## src/rtl/rotl_iter.sv

```systemverilog
// Iterative rotate-left unit: one amount bit resolved per clock,
// registered log-shifter behind valid/ready handshakes.
module rotl_iter #(
  parameter int WIDTH   = 32,
  parameter int SHAMT_W = $clog2(WIDTH)
) (
  input  logic               clk,
  input  logic               rst_n,
  input  logic               in_valid,
  output logic               in_ready,
  input  logic [WIDTH-1:0]   in_data,
  input  logic [SHAMT_W-1:0] in_amt,
  output logic               out_valid,
  input  logic               out_ready,
  output logic [WIDTH-1:0]   out_data,
  output logic               busy
);

  typedef enum logic [1:0] {
    IDLE = 2'd0,
    BUSY = 2'd1,
    DONE = 2'd2
  } state_t;

  state_t state, state_nx;

  logic [WIDTH-1:0]   data_q;
  logic [SHAMT_W-1:0] amt_q;
  logic [SHAMT_W-1:0] stg;
  logic [SHAMT_W-1:0] amt_sh;
  logic [SHAMT_W-1:0] step;
  logic [2*WIDTH-1:0] dbl;
  logic               accept;
  logic               last;
  logic               bit_on;

  assign accept = in_valid && in_ready;
  assign last   = (stg == SHAMT_W'(SHAMT_W - 1));
  assign amt_sh = amt_q >> stg;
  assign bit_on = amt_sh[0];
  assign step   = SHAMT_W'(1) << stg;
  // upper half of the doubled word is the wrapped rotate by 2^stg
  assign dbl    = {data_q, data_q} << step;

  always_ff @(posedge clk or negedge rst_n) begin
    if (!rst_n) begin
      state <= IDLE;
    end else begin
      state <= state_nx;
    end
  end

  always_comb begin
    state_nx = state;
    unique case (state)
      IDLE: if (accept) state_nx = BUSY;
      BUSY: if (last) state_nx = DONE;
      DONE: begin
        if (accept) begin
          state_nx = BUSY;
        end else if (out_ready) begin
          state_nx = IDLE;
        end
      end
      default: state_nx = IDLE;
    endcase
  end

  always_comb begin
    in_ready  = 1'b0;
    out_valid = 1'b0;
    busy      = 1'b1;
    unique case (state)
      IDLE: begin
        in_ready = 1'b1;
        busy     = 1'b0;
      end
      BUSY: begin
        in_ready = 1'b0;
      end
      DONE: begin
        in_ready  = out_ready;
        out_valid = 1'b1;
      end
      default: begin
        in_ready = 1'b0;
      end
    endcase
  end

  assign out_data = data_q;

  always_ff @(posedge clk or negedge rst_n) begin
    if (!rst_n) begin
      data_q <= '0;
      amt_q  <= '0;
      stg    <= '0;
    end else if (accept) begin
      data_q <= in_data;
      amt_q  <= in_amt;
      stg    <= '0;
    end else if (state == BUSY) begin
      if (bit_on) begin
        data_q <= dbl[2*WIDTH-1:WIDTH];
      end
      if (!last) begin
        stg <= stg + 1'b1;
      end
    end
  end

endmodule

```

## config.mk

```make
export PLATFORM = sky130hd
export DESIGN_NAME = rotl_iter
export DESIGN_NICKNAME = d
export VERILOG_FILES = /design/src/rtl/rotl_iter.sv
export SDC_FILE = /design/constraint.sdc
export NUM_CORES = 1
export LEC_CHECK = 0
export ABC_AREA = 1
export CELL_PAD_IN_SITES_DETAIL_PLACEMENT = 0
export CELL_PAD_IN_SITES_GLOBAL_PLACEMENT = 1
export CORE_UTILIZATION = 39
export DETAILED_ROUTE_END_ITERATION = 8
export GPL_ROUTABILITY_DRIVEN = 0
export PLACE_DENSITY_LB_ADDON = 0.15
export SKIP_CTS_REPAIR_TIMING = 1
export SLEW_MARGIN = 25
export SYNTH_ARGS = -nofsm -noshare
export SYNTH_HDL_FRONTEND = slang
export SYNTH_SLANG_ARGS = --single-unit
```

## constraint.sdc

```tcl
create_clock -name clk -period 5.01 [get_ports clk]
set_input_delay 1.503 -clock clk [delete_from_list [all_inputs] [get_ports clk]]
set_output_delay 1.503 -clock clk [all_outputs]
set_load 0.05 [all_outputs]
```

; Yosys cells after proc, flatten, opt, wreduce, memory -nomap -nowiden
; Cells that the tools add are included.
[totals]
ram_bits = 0
latch_bits = 0
memories = 0
rom_bits = 0
regBits = 44
inputBits = 41
[op_classes]
div = 0
order_cmp = 0
n_mul = 0
n_reduce_logical = 7
n_eq_ne = 7
muxes = 14
n_bitwise = 0
shifts = 3
add_sub_neg = 1
[ops]
columns = operator, n
row1 = 32-bit 2-to-1 mux, 3
row2 = 64-bit by 5-bit left shift with 64-bit output, 1
row3 = 5-bit 2-to-1 mux, 3
row4 = 2-bit 2-to-1 mux, 4
row5 = "2-bit != test, second input constant", 3
row6 = 2-bit case mux with 3 select lines, 1
row7 = "5-bit by 1-bit adder with 5-bit output, second input constant", 1
row8 = "5-bit by 3-bit == test with 1-bit output, second input constant", 1
row9 = "1-bit by 5-bit left shift with 5-bit output, first input constant", 1
row10 = 5-bit by 5-bit >> shifter with 1-bit output, 1
row11 = 2-bit AND reduction, 2
row12 = 2-bit nonzero test, 2
row13 = "3-bit != test, second input constant", 1
row14 = 3-bit AND reduction, 1
row15 = "2-bit by 1-bit == test with 1-bit output, second input constant", 1
row16 = "2-bit == test, second input constant", 1
row17 = 2-bit zero test, 1
row18 = 1-bit 2-to-1 mux, 2
row19 = 1-bit case mux with 2 select lines, 1
row20 = 1-bit logical AND, 1

; Depth between registers and ports, before layout
; Gate-level depths: netlist (run 1).
[logic_depth]
ltp_word = 5
depth_mapped = 12
ltp_nobuf = 11

; Worst setup path after synthesis (run 1)
; Ideal clock, no wire load.
[synth_timing]
path_type = input to output
start = input port out_ready
end = output port in_ready
cell_stages = 2
setup_slack_ps = 1291
arrival_time_ps = 2216
n_path_buf = 0
path_cell_list = nor2_1 nor2_1
[synth_between]
elab_chain_cells = 1
[synth_rtl]
columns = item, line
row1 = start: declaration, 14  ; input logic out_ready,
row2 = 1-bit case mux with 2 select lines, 73  ; unique case (state)
row3 = end: declaration, 10  ; output logic in_ready,
; Every way passes these cells.

; Worst setup path after layout (run 1)
; Ends and elaborated chain as after synthesis.

==> results of run 1 <==
-- cells by family (layout without fill, tap and decap cells) --
family / after synthesis / in the layout / share of synthesized area
and+or+nand+nor: 565 / 565 / 0.638
buffers and inverters: 67 / 106 / 0.0741
DFF: 44 / 44 / 0.268
AOI/OAI and AO/OA: 9 / 9 / 0.0131
adders and majority gates: 2 / 2 / 0.00610
-- cells in the mapped netlist, drive strengths merged --
library cell / number / area [um2]
a21oi: 1 / 5.00
a22o: 1 / 8.76
a22oi: 1 / 7.51
buf: 42 / 210
clkbuf: 9 / 33.8
dfrtp: 44 / 1100
ha: 2 / 25.0
inv: 16 / 60.1
nand2: 158 / 596
nand3: 295 / 1490
nand4: 32 / 200
nor2: 78 / 325
nor3: 2 / 10.0
o211ai: 1 / 7.51
o21ai: 5 / 25.0
-- layer usage --
layer / vias up / share of wire
met5: - / 0
met3: 33 / 0.066
met4: 0 / 0.033
met2: 221 / 0.45
met1: 2402 / 0.45
li1: 2461 / -
-- worst max-delay path, cell delays in order --
cell and delay (ns):
clkdlybuf4s50_1 0.45, nor2_1 0.05, nor2_1 0.14, clkdlybuf4s50_1 0.83
-- state kept, by name (all words and copies together), names as in the netlist --
name      flops
state         2
amt_q         5
out_data     32
stg           5
-- path summary, 6_finish.rpt --
kind | from | endpoint | slack (ns)
max | out_ready | in_ready | 0.53
min | amt_q[3] | amt_q[3] | 0.50
max reg2reg | stg[0] | out_data[28] | 1.63
min reg2reg | amt_q[3] | amt_q[3] | 0.50
max in group asynchronous | rst_n | out_data[14] | 3.40
min in group asynchronous | rst_n | out_data[30] | 1.20
-- final cells by class --
class | count | area share
tap | 136 | 0.0346
clock buffer | 7 | 0.0175
multi-input combinational | 576 | 0.548
inverter | 16 | 0.0122
timing repair buffer | 82 | 0.163
sequential | 44 | 0.224
clock inverter | 1 | 0.00152
-- stage by stage --
stage,cells,util,setup slack [ns]
after floorplan,687,-,1.29
after global placement,854,0.470,0.521
after detailed placement,854,0.470,0.528
after CTS,862,0.479,0.515
after global routing,862,0.479,0.432
final,862,0.479,0.528
==> results_dict.tcl, run 1 <==
set metrics [dict create \
    cp.required_ns 3.51 \
    routed_wl_um 14700 \
    cts_buffers 5 \
    cts_tree "done" \
    hpwl_um 10300 \
    io_pins 76 \
    synth_nets 730 \
    use_met1 0.383 \
    r2r_cells 14 \
    grt-ovfl-total 0 \
    multi_input_area_mm2 0.00270 \
    vias_per_cell 5.94 \
    first_global_vias 4607 \
    worst-setup-path-type "in2out" \
    seqCellArea_mm2 0.00110 \
    yosys_register_bits 44 \
    avgRoutedWirePerCell_um 17.1 \
    final_area_mm2 0.00492 \
    fin_hold_ws_ns 0.496 \
    met3_usage 0.0424 \
    fin_nets 768 \
    met2_usage 0.416 \
    numPortBuffers 75 \
    slew_headroom 0.309 \
    min_period_ns 4.48 \
    cp.arrival_ns 2.98 \
    synthCells 687 \
    drive_above_1_share 0.0413 \
    h-tree-depth 2 \
    cts_max_path_buffers 2 \
    cts_sinks 44 \
    area_growth_pct 20.1 \
    syn_area_per_cell_um2 5.97 \
    drtAntennaViolNets 0 \
    setup_violations 0 \
    grt_pass1_wl_um 23800 \
    ys_types 22 \
    min_period_over_period 0.895 \
    vias 5117 \
    hold_violations 0 \
    die_w_um 105 \
    synth_area_mm2 0.00410 \
    firstDrtPassIters 6 \
    core_mm2 0.0103 \
    hp-class "reg2reg" \
    root_buffer "clkbuf_8" \
    num_antenna_cells 0 \
    drtIter0Drc 512 \
    tns_ns 0 \
    grt_use_total 0.273 \
    maxCapViolCount 0 \
    clock_latency_ns 0.31 \
    grt_setup_unrepaired "false" \
    skew_ns 0.00615 \
    critPathCaptureType "output pin" \
    route.detailed.drc 0 \
    final_common_cell "nand3_1" \
    grt_max_degree 62 \
    drv_slew 0 \
    antenna_found_initial 0 \
    synth_warnings 0 \
    die_h_um 105 \
    start_util 0.399 \
    cp_max_fo 2 \
    placed_area_mm2 0.00483 \
    yosysSeqAreaShare 0.268 \
    tightestPinTransition_ns 1.04 \
    dieArea_mm2 0.0109 \
    fmax_ghz 0.223 \
    clkSlewWorstSetupHoldPaths_ns 0.09 \
    hold_depth 2 \
    rows 37 \
    busiest_layer "met2" \
    layout_common_cells "293 x nand3_1, 156 x nand2_1, 74 x clkdlybuf4s50_1, 73 x nor2_1, 44 x dfrtp_1" \
    cp-start-kind "input pin" \
    outcome "completed" \
    fillers 1103 \
]
Power of run 1 is left out: the tool's default activity adds up to more than one toggle a clock period on the data nets, which glitch-free logic cannot reach.
==> run 2: changes to the inputs <==
TNS_END_PERCENT = 10   (was unset)
==> results of run 2 <==
Same layout as run 1: the final DEF is identical, and so are final timing and power.
Power of run 2 is left out for the same reason.
==> run 3: changes to the inputs <==
ABC_AREA = 0   (was 1)
CORE_UTILIZATION = 44   (was 39)
==> results_dict.tcl, run 3 <==
set metrics [dict create \
    outcome "completed" \
    netlist_top_cells_area "dfrtp_1 28%, mux4_2 16%, a22o_1 11%, nand2_1 8.1%, mux2_2 7.3%" \
    cp.required_ns 3.51 \
    drive_above_1_share 0.186 \
    h-tree-depth 2 \
    synth_commonest_cells "84 x nand2_1, 50 x a22o_1, 44 x dfrtp_1" \
    cts_buffers 5 \
    synthCells 384 \
    hpwl_um 8010 \
    clock_latency_ns 0.31 \
    avgRoutedWirePerCell_um 21.7 \
    synth_area_mm2 0.00388 \
    maxCapViolCount 0 \
    routed-wl-met2_um 5440 \
    critPathCaptureType "output pin" \
    crit_path_top_delay_cell "clkdlybuf4s50_1" \
    fin_hold_ws_ns 0.486 \
    routed_wl_um 11800 \
    synth_top_area_share 0.284 \
    placed_area_mm2 0.00461 \
    cts_sinks 44 \
    worst-setup-path-type "in2out" \
    drtIter0Drc 253 \
    vias 3417 \
    synth_nets 427 \
    grt-ovfl-total 0 \
    drtAntennaViolNets 0 \
    synth_edf_count 0 \
    rows 33 \
    cpPeakStageDelay_ns 0.80 \
    cts_tree "done" \
    route.detailed.drc 0 \
    die_w_um 95.9 \
    min_period_over_period 0.893 \
    core_mm2 0.00838 \
    grt_pass1_wl_um 18700 \
    firstDrtPassIters 4 \
    drv_slew 0 \
    ys.flop_type "dfrtp_1" \
    yosys_register_bits 44 \
    met3_length_um 915 \
    grt_use_total 0.275 \
    syn_area_per_cell_um2 10.1 \
    synthMostInstantiatedCell "nand2_1" \
    grt_max_degree 49 \
    largest_reg_flops 32 \
    ys_types 50 \
    synthArstFlopShare 1.00 \
    cp.arrival_ns 2.97 \
    crit_family "buffers and inverters" \
    yosysSeqAreaShare 0.284 \
    num_antenna_cells 0 \
    cp_max_fo 3 \
    topRoutingLayerUsed "met4" \
    synth_warnings 0 \
    cp-start-kind "input pin" \
    hold_violations 0 \
    skew_ns 0.0106 \
    slew_headroom 0.398 \
    fmax_ghz 0.223 \
    path_common_cell "clkdlybuf4s50_1" \
    numPortBuffers 75 \
    fin_nets 482 \
    antenna_found_initial 0 \
    start_util 0.463 \
    final_common_cell "nand2_1" \
    tns_ns 0 \
    area_growth_pct 21.3 \
    root_buffer "clkbuf_8" \
    clkSlewWorstSetupHoldPaths_ns 0.08 \
    setup_violations 0 \
    first_global_vias 3269 \
    cp_num_buf_inv 2 \
    vias_per_cell 6.27 \
    synth_area_leader_cell "dfrtp_1" \
    wl_met1_um 5380 \
    min_period_ns 4.48 \
    worstPathCellList "clkdlybuf4s50_1 -> nor2b_1 -> nor2_1 -> clkdlybuf4s50_1" \
    cts_max_path_buffers 2 \
    tightestPinTransition_ns 0.903 \
    hp-class "reg2reg" \
    die_h_um 95.9 \
    grt_setup_unrepaired "false" \
    io_pins 76 \
    layout_common_cells "84 x nand2_1, 74 x clkdlybuf4s50_1, 50 x a22o_1, 43 x dfrtp_1, 28 x mux4_2" \
    dieArea_mm2 0.00919 \
    final_area_mm2 0.00470 \
]
[run 3: area by class of cell]
| type | count | area, um2 |
|---|---|---|
| inverter | 3 | 11.3 |
| sequential | 44 | 1100 |
| clock inverter | 2 | 10.0 |
| fill | 751 | 3680 |
| clock buffer | 6 | 82.6 |
| timing repair buffer | 82 | 801 |
| tap | 105 | 131 |
| multi-input combinational | 303 | 2560 |
[run 3: per-stage QoR]
step	util	setup slack [ns]	cells
6_report	0.561	0.534	545
5_1_grt	0.561	0.482	545
4_1_cts	0.561	0.533	545
3_5_place_dp	0.550	0.533	537
3_3_place_gp	0.550	0.552	537
2_1_floorplan	-	1.31	384
[run 3: final timing paths]
| kind | cells past startpoint | slack, ns | endpoint | from |
|---|---|---|---|---|
| worst max-delay path | 4 | 0.53 | in_ready | out_ready |
| min in group asynchronous | 1 | 1.19 | stg[3] | rst_n |
| max in group asynchronous | 1 | 3.39 | stg[0] | rst_n |
| worst max register to register | 7 | 2.27 | out_data[14] | stg[1] |
| worst min register to register | 2 | 0.49 | amt_q[0] | amt_q[0] |
| worst min-delay path | 2 | 0.49 | amt_q[0] | amt_q[0] |
[run 3: cells by family (layout without fill, tap and decap cells)]
| group | after synthesis | in the layout | share of synthesized area |
|---|---|---|---|
| AND/OR/NAND/NOR | 122 | 122 | 0.139 |
| AO/OA/AOI/OAI | 93 | 93 | 0.192 |
| multiplexers | 82 | 82 | 0.312 |
| flip-flops | 44 | 44 | 0.284 |
| buffers and inverters | 37 | 93 | 0.0577 |
| XOR/XNOR | 4 | 4 | 0.00903 |
| adder cells (fa/ha/maj) | 2 | 2 | 0.00645 |
[run 3: layer usage]
metal	track usage	up-vias
li1	-	1581
met1	0.399	1672
met4	0.0634	0
met5	0	-
met3	0.0498	7
met2	0.426	157
[run 3: tightest hold or removal path: cells and delay by family, from the launching register on]
family / cells / cell delay [ns]
flops: 1 / 0.35
simple gates: 2 / 0.10
Power of run 3 is left out for the same reason.
